### config.mk
export PLATFORM = sky130hd
export DESIGN_NAME = task_1_out
export DESIGN_NICKNAME = d
export VERILOG_FILES = /design/src/rtl/task_1_pkg.sv /design/src/rtl/task_1_out_fifo.sv /design/src/rtl/task_1_out.sv
export SDC_FILE = /design/constraint.sdc
export NUM_CORES = 2
export LEC_CHECK = 0
export CAP_MARGIN = 10
export CORE_UTILIZATION = 51
export DETAILED_ROUTE_END_ITERATION = 12
export PLACE_DENSITY_LB_ADDON = 0.3
export RECOVER_POWER = 100
export SYNTH_ARGS = -nofsm -noshare
export SYNTH_HDL_FRONTEND = slang
export SYNTH_SLANG_ARGS = --single-unit
### constraint.sdc
create_clock -name i_clk -period 5.24 [get_ports i_clk]
set_input_delay 1.572 -clock i_clk [delete_from_list [all_inputs] [get_ports i_clk]]
set_output_delay 1.572 -clock i_clk [all_outputs]
set_load 0.005 [all_outputs]
### src/rtl/task_1_pkg.sv
// Shared definitions for the task-1 input and output stages.
// State encoding plus helpers deriving counter width and buffer depth from the frame size.
package task_1_pkg;

  typedef enum logic [1:0] {
    s_IDLE   = 2'd0,
    s_STREAM = 2'd1,
    s_DONE   = 2'd2
  } task_output_enum;

  localparam int unsigned DEF_DATA_WIDTH = 8;
  localparam int unsigned DEF_NUM_WORDS  = 243;

  // Counters must reach NUM_WORDS itself, hence the +1.
  function automatic int unsigned cnt_width(input int unsigned num_words);
    return $clog2(num_words + 1);
  endfunction

  function automatic int unsigned buf_depth_for(input int unsigned num_words);
    return 1 << $clog2(num_words);
  endfunction

  localparam int unsigned DEF_CNT_W     = cnt_width(DEF_NUM_WORDS);
  localparam int unsigned DEF_BUF_DEPTH = buf_depth_for(DEF_NUM_WORDS);

endpackage

### src/rtl/task_1_out_fifo.sv
// Single-clock synchronous FIFO, registered read data (latency 1), synchronous active-low reset.
// Reads when empty are ignored; a write when full is accepted only if a read frees a slot the same cycle.
module task_1_out_fifo #(
  parameter int unsigned WIDTH = 8,
  parameter int unsigned DEPTH = 4
) (
  input  logic             clk,
  input  logic             rst_n,
  input  logic             wr_en,
  input  logic [WIDTH-1:0] wr_data,
  input  logic             rd_en,
  output logic [WIDTH-1:0] rd_data,
  output logic             empty,
  output logic             full
);

  localparam int unsigned PTR_W = (DEPTH > 1) ? $clog2(DEPTH) : 1;
  localparam int unsigned CNT_W = $clog2(DEPTH + 1);
  localparam logic [PTR_W-1:0] PTR_LAST  = PTR_W'(DEPTH - 1);
  localparam logic [CNT_W-1:0] CNT_DEPTH = CNT_W'(DEPTH);

  logic [WIDTH-1:0] mem_q [DEPTH];
  logic [PTR_W-1:0] wr_ptr_q, wr_ptr_d;
  logic [PTR_W-1:0] rd_ptr_q, rd_ptr_d;
  logic [CNT_W-1:0] count_q, count_d;
  logic [WIDTH-1:0] rd_data_q, rd_data_d;
  logic             wr_fire, rd_fire;

  always_comb begin
    empty    = (count_q == '0);
    full     = (count_q == CNT_DEPTH);
    rd_fire  = rd_en && !empty;
    wr_fire  = wr_en && (!full || rd_fire);
    wr_ptr_d = wr_ptr_q;
    rd_ptr_d = rd_ptr_q;
    count_d  = count_q;
    rd_data_d = rd_data_q;
    if (wr_fire) begin
      wr_ptr_d = (wr_ptr_q == PTR_LAST) ? '0 : wr_ptr_q + PTR_W'(1);
    end
    if (rd_fire) begin
      rd_ptr_d  = (rd_ptr_q == PTR_LAST) ? '0 : rd_ptr_q + PTR_W'(1);
      rd_data_d = mem_q[rd_ptr_q];
    end
    if (wr_fire && !rd_fire) begin
      count_d = count_q + CNT_W'(1);
    end else if (rd_fire && !wr_fire) begin
      count_d = count_q - CNT_W'(1);
    end
  end

  always_ff @(posedge clk) begin
    if (!rst_n) begin
      wr_ptr_q  <= '0;
      rd_ptr_q  <= '0;
      count_q   <= '0;
      rd_data_q <= '0;
    end else begin
      wr_ptr_q  <= wr_ptr_d;
      rd_ptr_q  <= rd_ptr_d;
      count_q   <= count_d;
      rd_data_q <= rd_data_d;
    end
  end

  always_ff @(posedge clk) begin
    if (wr_fire) begin
      mem_q[wr_ptr_q] <= wr_data;
    end
  end

  assign rd_data = rd_data_q;

endmodule

### src/rtl/task_1_out.sv
// Task-1 output stage: buffers one frame, re-emits it cut-through on a valid/ready master with TLAST,
// then pulses o_output_last for one cycle. Pipeline is FIFO -> read stage -> output register.
module task_1_out
  import task_1_pkg::*;
#(
  parameter int unsigned DATA_WIDTH = DEF_DATA_WIDTH,
  parameter int unsigned NUM_WORDS  = DEF_NUM_WORDS,
  parameter int unsigned BUF_DEPTH  = buf_depth_for(NUM_WORDS)
) (
  input  logic                  i_clk,
  input  logic                  i_rst,
  input  logic [DATA_WIDTH-1:0] i_data,
  input  logic                  i_enb,
  output logic [DATA_WIDTH-1:0] o_tdata,
  output logic                  o_tvalid,
  input  logic                  i_tready,
  output logic                  o_tlast,
  output logic                  o_output_last,
  output logic                  o_overflow
);

  localparam int unsigned CNT_W = cnt_width(NUM_WORDS);
  localparam logic [CNT_W-1:0] CNT_FULL = CNT_W'(NUM_WORDS);
  localparam logic [CNT_W-1:0] CNT_LAST = CNT_W'(NUM_WORDS - 1);

  task_output_enum       state_q, state_d;
  logic [CNT_W-1:0]      in_cnt_q, in_cnt_d;
  logic [CNT_W-1:0]      out_cnt_q, out_cnt_d;
  logic                  stg_vld_q, stg_vld_d;
  logic                  out_vld_q, out_vld_d;
  logic [DATA_WIDTH-1:0] out_dat_q, out_dat_d;
  logic                  ovf_q, ovf_d;

  logic                  fifo_wr, fifo_rd, fifo_empty, fifo_full;
  logic [DATA_WIDTH-1:0] fifo_rd_dat;
  logic                  hs, tlast, out_free, xfer, stg_free, in_room;

  task_1_out_fifo #(
    .WIDTH(DATA_WIDTH),
    .DEPTH(BUF_DEPTH)
  ) u_fifo (
    .clk    (i_clk),
    .rst_n  (i_rst),
    .wr_en  (fifo_wr),
    .wr_data(i_data),
    .rd_en  (fifo_rd),
    .rd_data(fifo_rd_dat),
    .empty  (fifo_empty),
    .full   (fifo_full)
  );

  always_ff @(posedge i_clk) begin
    if (!i_rst) begin
      state_q <= s_IDLE;
    end else begin
      state_q <= state_d;
    end
  end

  always_comb begin
    state_d = state_q;
    case (state_q)
      s_IDLE:   if (i_enb) state_d = s_STREAM;
      s_STREAM: if (hs && tlast) state_d = s_DONE;
      s_DONE:   state_d = s_IDLE;
      default:  state_d = s_IDLE;
    endcase
  end

  always_comb begin
    o_output_last = (state_q == s_DONE);
  end

  // The read stage holds FIFO data for one cycle so a stalled output register never loses a word in flight.
  always_comb begin
    hs       = out_vld_q && i_tready;
    tlast    = out_vld_q && (out_cnt_q == CNT_LAST);
    out_free = !out_vld_q || hs;
    xfer     = stg_vld_q && out_free;
    stg_free = !stg_vld_q || xfer;
    fifo_rd  = !fifo_empty && stg_free;

    stg_vld_d = fifo_rd ? 1'b1 : (xfer ? 1'b0 : stg_vld_q);
    out_vld_d = xfer ? 1'b1 : (hs ? 1'b0 : out_vld_q);
    out_dat_d = xfer ? fifo_rd_dat : out_dat_q;

    in_room = (state_q == s_DONE) || (in_cnt_q < CNT_FULL);
    fifo_wr = i_enb && in_room && (!fifo_full || fifo_rd);
    ovf_d   = ovf_q || (i_enb && !fifo_wr);

    if (state_q == s_DONE) begin
      in_cnt_d  = fifo_wr ? CNT_W'(1) : '0;
      out_cnt_d = '0;
    end else begin
      in_cnt_d  = fifo_wr ? in_cnt_q + CNT_W'(1) : in_cnt_q;
      out_cnt_d = hs ? out_cnt_q + CNT_W'(1) : out_cnt_q;
    end
  end

  always_ff @(posedge i_clk) begin
    if (!i_rst) begin
      in_cnt_q  <= '0;
      out_cnt_q <= '0;
      stg_vld_q <= 1'b0;
      out_vld_q <= 1'b0;
      out_dat_q <= '0;
      ovf_q     <= 1'b0;
    end else begin
      in_cnt_q  <= in_cnt_d;
      out_cnt_q <= out_cnt_d;
      stg_vld_q <= stg_vld_d;
      out_vld_q <= out_vld_d;
      out_dat_q <= out_dat_d;
      ovf_q     <= ovf_d;
    end
  end

  assign o_tdata    = out_dat_q;
  assign o_tvalid   = out_vld_q;
  assign o_tlast    = tlast;
  assign o_overflow = ovf_q;

endmodule

# Word-level counts from Yosys, hierarchy flattened
# Memories as Yosys holds them, arrays and structs flattened. A register that Yosys moved wholly into a read port is not among the register bits.
# Index checks and enable logic that the tools add are counted.
word_totals:
  mem_bits_rw: 2048
  memories: 1
  word_cells: 77
  out_inout_bits: 12
  in_bits: 12
  register_bits: 54
memory_table:
  columns: ["memory", "words", "word_bits", "read_ports", "rd_ports_with_merged_regs", "wr", "line_no", "source"]
  rows:
  - ["u_fifo.mem_q", 256, 8, 1, 1, 1, "task_1_out_fifo.sv:22", "logic [WIDTH-1:0] mem_q [DEPTH];"]
classes:
  n_eq_ne: 8
  n_mux: 16
  n_lt_le_gt_ge: 1
  n_reduce_logical: 34
  n_bitwise: 1
  n_addsub: 6
op_table:
  columns: ["op", "n"]
  rows:
  - ["adder 8 x 1 -> 8 bit (second input constant)", 4]
  - ["two-way mux 8 bit", 4]
  - ["equality test 8 bit (second input constant)", 3]
  - ["two-way mux 9 bit", 2]
  - ["logical AND 1 bit", 12]
  - ["adder 9 x 1 -> 9 bit (second input constant)", 1]
  - ["equality test 9 bit (second input constant)", 1]
  - ["logical NOT 9 bit", 1]
  - ["subtractor 9 x 1 -> 9 bit (second input constant)", 1]
  - ["logical NOT 1 bit", 8]
  - ["< comparator 8 bit (second input constant)", 1]
  - ["nonzero test 2 bit", 4]
  - ["two-way mux 1 bit", 7]
  - ["logical OR 1 bit", 6]
  - ["two-way mux 2 bit", 2]
  - ["inequality test 2 bit (second input constant)", 2]
  - ["one-hot mux 2 bit (2 select lines)", 1]
  - ["equality test 2 x 1 -> 1 bit (second input constant)", 1]
  - ["equality test 2 bit (second input constant)", 1]
  - ["logical NOT 2 bit", 1]
  - ["AND reduction 2 bit", 1]
  - ["OR reduction 2 bit", 1]
  - ["NOT 1 bit", 1]

# Longest topological paths before layout
logic_depth:
  ltp_word: 12
  mapped_depth: 16

# By module
# From an unflattened synthesis, not the netlist that was laid out.
unflattened:
  hier_cells: 3972
  area_unflattened_um2: 82381.5
modules_own_cells:
  columns: ["module", "instances", "cells_each", "area_per_inst_um2"]
  rows:
  - ["task_1_out_fifo", 1, 3830, 81052.7]
  - ["task_1_out", 1, 142, 1328.8]

# Worst setup path after synthesis
# OpenSTA, ideal clock, no wires.
synth_timing:
  path_type: "input to register"
  from: "in i_tready"
  to: "reg u_fifo.count_q[8]"
  setup_slack_ns: 0.693
  t_arrival_ns: 4.476
  setup_time_ns: 0.072
  n_path_buf: 2
  stages: 15
  path_cell_list: "and3b_1 -> nand4_1 -> and3_1 -> buf_2 -> buf_2 -> ha_1 -> inv_1 -> ha_1 -> nor2b_1 -> o21ai_0 -> a21oi_1 -> o21a_1 -> o41ai_1 -> mux2i_1 -> mux2i_1"
synth_between:
  elab_chain_cells: 11
  word_cells_on_any_way: 16
synth_rtl:
  columns: ["element", "line_no", "source"]
  rows:
  - ["start: declaration", "task_1_out.sv:16", "input logic i_tready,"]
  - ["logical AND 1 bit *", "task_1_out.sv:76", "hs = out_vld_q && i_tready;"]
  - ["logical OR 1 bit *", "task_1_out.sv:78", "out_free = !out_vld_q || hs;"]
  - ["logical AND 1 bit *", "task_1_out.sv:79", "xfer = stg_vld_q && out_free;"]
  - ["logical OR 1 bit *", "task_1_out.sv:80", "stg_free = !stg_vld_q || xfer;"]
  - ["logical AND 1 bit *", "task_1_out.sv:81", "fifo_rd = !fifo_empty && stg_free;"]
  - ["logical OR 1 bit or logical AND 1 bit (tied branches)", "task_1_out.sv:88, task_1_out_fifo.sv:32", null]
  - ["logical AND 1 bit or logical OR 1 bit (tied branches)", "task_1_out.sv:88, task_1_out_fifo.sv:33", null]
  - ["logical AND 1 bit *", "task_1_out_fifo.sv:33", "wr_fire = wr_en && (!full || rd_fire);"]
  - ["net u_fifo.wr_fire", "task_1_out_fifo.sv:27", "logic wr_fire, rd_fire;"]
  - ["logical NOT 1 bit", "task_1_out_fifo.sv:47", "end else if (rd_fire && !wr_fire) begin"]
  - ["logical AND 1 bit", "task_1_out_fifo.sv:47", null]
  - ["nonzero test 2 bit (no line)", null, null]
  - ["end signal: assignment", "task_1_out_fifo.sv:61", "count_q <= count_d;"]
  - ["end: declaration", "task_1_out_fifo.sv:25", "logic [CNT_W-1:0] count_q, count_d;"]
# The timed path passes the listed nets; every way through them passes the cells marked *.
# A chain may end at the register's enable or synchronous reset.

# Worst setup path in the final report
layout_timing:
  from: "in i_tready"
  to: "mem u_fifo.mem_q[120][2], enable pin"
layout_between:
  elab_chain_cells: 10
  word_cells_on_any_way: 12
layout_rtl:
  columns: ["element", "line_no", "source"]
  rows:
  - ["logical AND 1 bit *", "task_1_out.sv:76", null]
  - ["logical OR 1 bit *", "task_1_out.sv:78", null]
  - ["logical AND 1 bit *", "task_1_out.sv:79", null]
  - ["logical OR 1 bit *", "task_1_out.sv:80", null]
  - ["logical AND 1 bit *", "task_1_out.sv:81", null]
  - ["logical OR 1 bit or logical AND 1 bit (tied branches)", "task_1_out.sv:88, task_1_out_fifo.sv:32", null]
  - ["logical AND 1 bit or logical OR 1 bit (tied branches)", "task_1_out.sv:88, task_1_out_fifo.sv:33", null]
  - ["logical AND 1 bit *", "task_1_out_fifo.sv:33", null]
  - ["two-way mux 1 bit *", "task_1_out_fifo.sv:67", "if (wr_fire) begin"]
  - ["two-way mux 1 bit (implied by the code) *", "task_1_out_fifo.sv:68", "mem_q[wr_ptr_q] <= wr_data;"]
  - ["end: declaration", "task_1_out_fifo.sv:22", null]
# Mark *: on every way between the ends. The rest lies on a longest branch, timed or not.

==> impl_metrics.py <==
metrics = {
    "run_status": {
        "outcome": "finished with violations",
        "violations": "capacitance limit, slew limit",
    },
    "synth": {
        "yosysTopAreaCell": "edfxtp_1",
        "mappedNetlistNets": 4051,
        "yosysUniqueCellTypes": 62,
        "post_synthesis_adder_cell_area_fraction_pct": 0.268,
        "async_reset_ff_share_pct": 0,
        "netlist.area_leader.share_pct": 74.9,
        "synth_xor_area_share_pct": 0.245,
        "synth_compound_gate_area_share_pct": 2.37,
        "ys_dominant_reg_cell": "edfxtp_1",
        "mappedNetlistArea_um2": 82100,
        "ys_ff_latch": 2110,
        "synth_top_cells_by_area": "edfxtp_1 (75%), mux4_2 (13%), mux2i_1 (2.3%)",
        "synth_top_family_by_area": "multiplexers",
        "yosys-mux-area-fraction_pct": 15.8,
        "synth-edff-count": 2048,
        "synthCells": 4022,
        "yosys.area_share.simple_pct": 3.35,
        "synth_seq_area_share_pct": 76.4,
        "yosysWarningCount": 0,
        "syn_area_per_cell_um2": 20.4,
    },
    "detailed_routing": {
        "ant_nets": 0,
        "number_of_violations_reported_at_the_end_of_detailed_routing_iteration_0": 4957,
        "routed_via_density": 6.19,
        "total_via_count_after_detailed_routing": 40400,
        "route.detailed.drc": 0,
        "firstDrtPassIters": 5,
        "finalWirelength_mm": 188,
        "wire_per_inst_um": 28.8,
    },
    "timing": {
        "post-route-period-util_pct": 92.6,
        "number_of_setup_violations_in_the_final_report": 0,
        "max_slew.worst_pin.slew_ns": 3.49,
        "finalWorstPathRequiredPeriod_ns": 4.85,
        "maxClockFrequency_mhz": 206,
        "rsz0062_at_grt": "false",
        "slew_violations": 1052,
        "finalSetupTns_ns": 0,
        "finalClockSkew_ns": 0.0305,
        "max-slew-margin-rel_pct": -133,
        "timing.final.hold_violations": 0,
    },
    "worst_setup_path": {
        "longest_individual_stage_delay_on_the_worst_path_ns": 1.32,
        "crit_path_max_fanout": 27,
        "arrival_ns": 5.27,
        "critical_path.n_buffers_inverters": 3,
        "worst_r2r_startpoint": "u_fifo.rd_ptr_q[0]$_SDFFE_PN0P_",
        "crit_end_element": "flip-flop",
        "worst-r2r-cell-count": 7,
        "timing.critical_path.cells": "dlygate4sd3_1 > and3b_1 > nand4_1 > and3_1 > buf_4 > nand3_1 > clkbuf_1 > nor2_1",
        "setup.worst_path.start_class": "primary input",
        "path_class": "in2reg",
        "r2r_setup_slack_ns": 0.94,
        "critical_path_required_ns": 5.66,
        "critPathSlowestCell": "clkbuf_1",
        "path_delay_family": "buffers and inverters",
        "worst_r2r_endpoint": "u_fifo.rd_data[5]$_SDFFE_PN0P_",
        "startpoint": "i_tready",
    },
    "floorplanning": {
        "ioPinCount": 24,
        "start_util_pct": 51.6,
        "floorplan.die_area_um2": 163000,
        "placement_rows": 146,
        "floorplan.core_area_um2": 159000,
        "chipHeight_um": 403,
        "horizontal_die_dimension_um": 403,
    },
    "min_path": {
        "min-delay-start": "state_q[1]$_SDFFE_PN0P_",
        "min_to": "state_q[0]$_SDFFE_PN0P_",
        "hold_path.class": "reg2reg",
        "min_path_cells": 1,
    },
    "power_and_ir_drop": {
        "total_power_per_unit_cell_area_nw_per_um2": 452,
        "leakage_nw": 27.6,
        "power.ir.vdd_worst_mv": 0.370,
    },
    "job": {
        "drv_cap": 12,
    },
    "place": {
        "place_hpwl_mm": 111,
        "dpl_cell_area_um2": 85600,
        "gpl.final_weighted_congestion": 0.847,
        "portBuffers": 23,
    },
    "cts": {
        "cts_hold_buf": 0,
        "postCtsResizedCells": 0,
        "cts_tree": "built",
        "clockRootBuffer": "clkbuf_16",
        "number_of_buffers_between_clock_root_and_the_deepest_sink": 3,
        "postCtsSetupRepairBufs": 0,
        "worstSkewPairLatency_ns": 0.84,
        "ctsHtreeMaxLevel": 4,
        "clock_sink_count": 2110,
        "cts-buffers-inserted": 201,
        "clkSlewWorstSetupHoldPaths_ns": 0.06,
    },
    "global_route": {
        "first_pass_grt_wire_length_mm": 276,
        "first_global_vias": 40300,
        "globalRouteOverflowTotal": 0,
        "all_layer_global_routing_usage_pct": 23.2,
        "grt_antenna_before_repair": 5,
        "grt_start_max_net_pins": 151,
    },
    "layout": {
        "n_fill_cell": 11400,
        "final_area_um2": 91600,
        "final_layout_size_suffix_gt1_share_pct": 20.4,
        "design.final.nets": 4234,
        "synthToLayoutAreaGrowth_pct": 11.5,
    },
}
[Yosys cell counts, drive strengths merged (16+ instances only)]
library cell	n
inv	16
nor2	353
mux4	467
nand2	83
nor3	31
dfxtp	62
nand3	50
o22ai	54
buf	145
nand4	35
clkbuf	88
a22oi	31
edfxtp	2048
a221oi	36
a21oi	60
o21ai	40
mux2	44
ha	16
mux2i	192
nor2b	28
a31oi	21
[layout make-up]
cell class | count | area, um2 | area share [%]
Sequential cell | 2110 | 62800 | 68.5
Multi-Input combinational cell | 1661 | 18100 | 19.7
Clock buffer | 256 | 5420 | 5.91
Tap cell | 2146 | 2690 | 2.93
Timing Repair Buffer | 213 | 1480 | 1.61
Clock inverter | 123 | 1130 | 1.23
Inverter | 18 | 67.6 | 0.0738
Antenna cell | 1 | 2.50 | 0.00273
[report_power, final]
part,leakage (nW),internal [W],switching [W]
registers,18.9,0.0186,0.000270
logic,5.47,0.00383,0.00433
clock network,3.20,0.00825,0.00614
[how the worst max path moves through the flow]
stage | to | slack, ns | depth (start not counted)
final | u_fifo.mem_q[120][2]$_DFFE_PP_ | 0.39 | 8
after global routing | u_fifo.mem_q[8][0]$_DFFE_PP_ | 0.46 | 8
after CTS | u_fifo.count_q[8]$_SDFFE_PN0P_ | 1.19 | 14
after detailed placement | u_fifo.count_q[8]$_SDFFE_PN0P_ | 0.33 | 14
after global placement | u_fifo.count_q[8]$_SDFFE_PN0P_ | 0.36 | 14
after floorplan | u_fifo.count_q[8]$_SDFFE_PN0P_ | 0.69 | 15
[layer usage]
| layer | global-route usage [%] | vias to the layer above | part of all wire, % |
|---|---|---|---|
| met3 | 4.60 | 264 | 8.7 |
| li1 | - | 16900 | - |
| met5 | 0 | - | 0.012 |
| met4 | 6.94 | 4 | 2.7 |
| met1 | 33.5 | 21300 | 41 |
| met2 | 36.3 | 1844 | 48 |
[registers in the layout, indices dropped and copies added, names as in the netlist]
signal,cells
o_tvalid,1
in_cnt_q,8
o_overflow,1
u_fifo.rd_ptr_q,8
u_fifo.wr_ptr_q,8
u_fifo.rd_data,8
out_cnt_q,8
u_fifo.count_q,9
state_q,2
u_fifo.mem_q,2048
stg_vld_q,1
o_tdata,8
[through the flow]
| step | std cells | total power [W] | hold slack, ns | setup WS (ns) | utilization [%] |
|---|---|---|---|---|---|
| 5_1_grt | 6528 | 0.0427 | 0.506 | 0.459 | 57.6 |
| 2_1_floorplan | 4022 | 0.0251 | 0.416 | 0.693 | - |
| 3_3_place_gp | 6147 | 0.0274 | 0.430 | 0.363 | 53.8 |
| 6_report | 6528 | 0.0414 | 0.463 | 0.386 | 57.6 |
| 4_1_cts | 6526 | 0.0417 | 0.464 | 1.19 | 57.9 |
| 3_5_place_dp | 6147 | 0.0275 | 0.452 | 0.335 | 53.8 |
[cells in the final DEF, fill, tap and decap left out, types with 21 or more instances in the layout]
cell type	netlist	final
clkbuf_16	0	209
a31oi_1	20	21
mux2_2	44	44
o22ai_1	54	54
nand4_1	35	35
o21ai_0	39	39
a221oi_1	36	36
mux4_2	467	467
nor3_1	31	31
buf_4	39	40
mux2i_1	192	192
edfxtp_1	2048	2048
nor2b_1	28	27
clkinv_1	2	44
clkinv_2	0	43
clkbuf_1	88	165
a22oi_1	31	31
nand3_1	50	50
nand2_1	83	83
nor2_1	353	351
dfxtp_1	62	58
a21oi_1	60	60
buf_12	0	25
[cells by family (layout without fill, tap and decap cells)]
family                     Yosys count  in the layout
muxes                              703            703
adders and majority gates           17             17
DFF                               2110           2110
other                                0              1
AOI/OAI and AO/OA                  294            294
buffers and inverters              251            610
and+or+nand+nor                    624            624
xor gates and xnor gates            23             23
(Power assumes the default switching activity.)
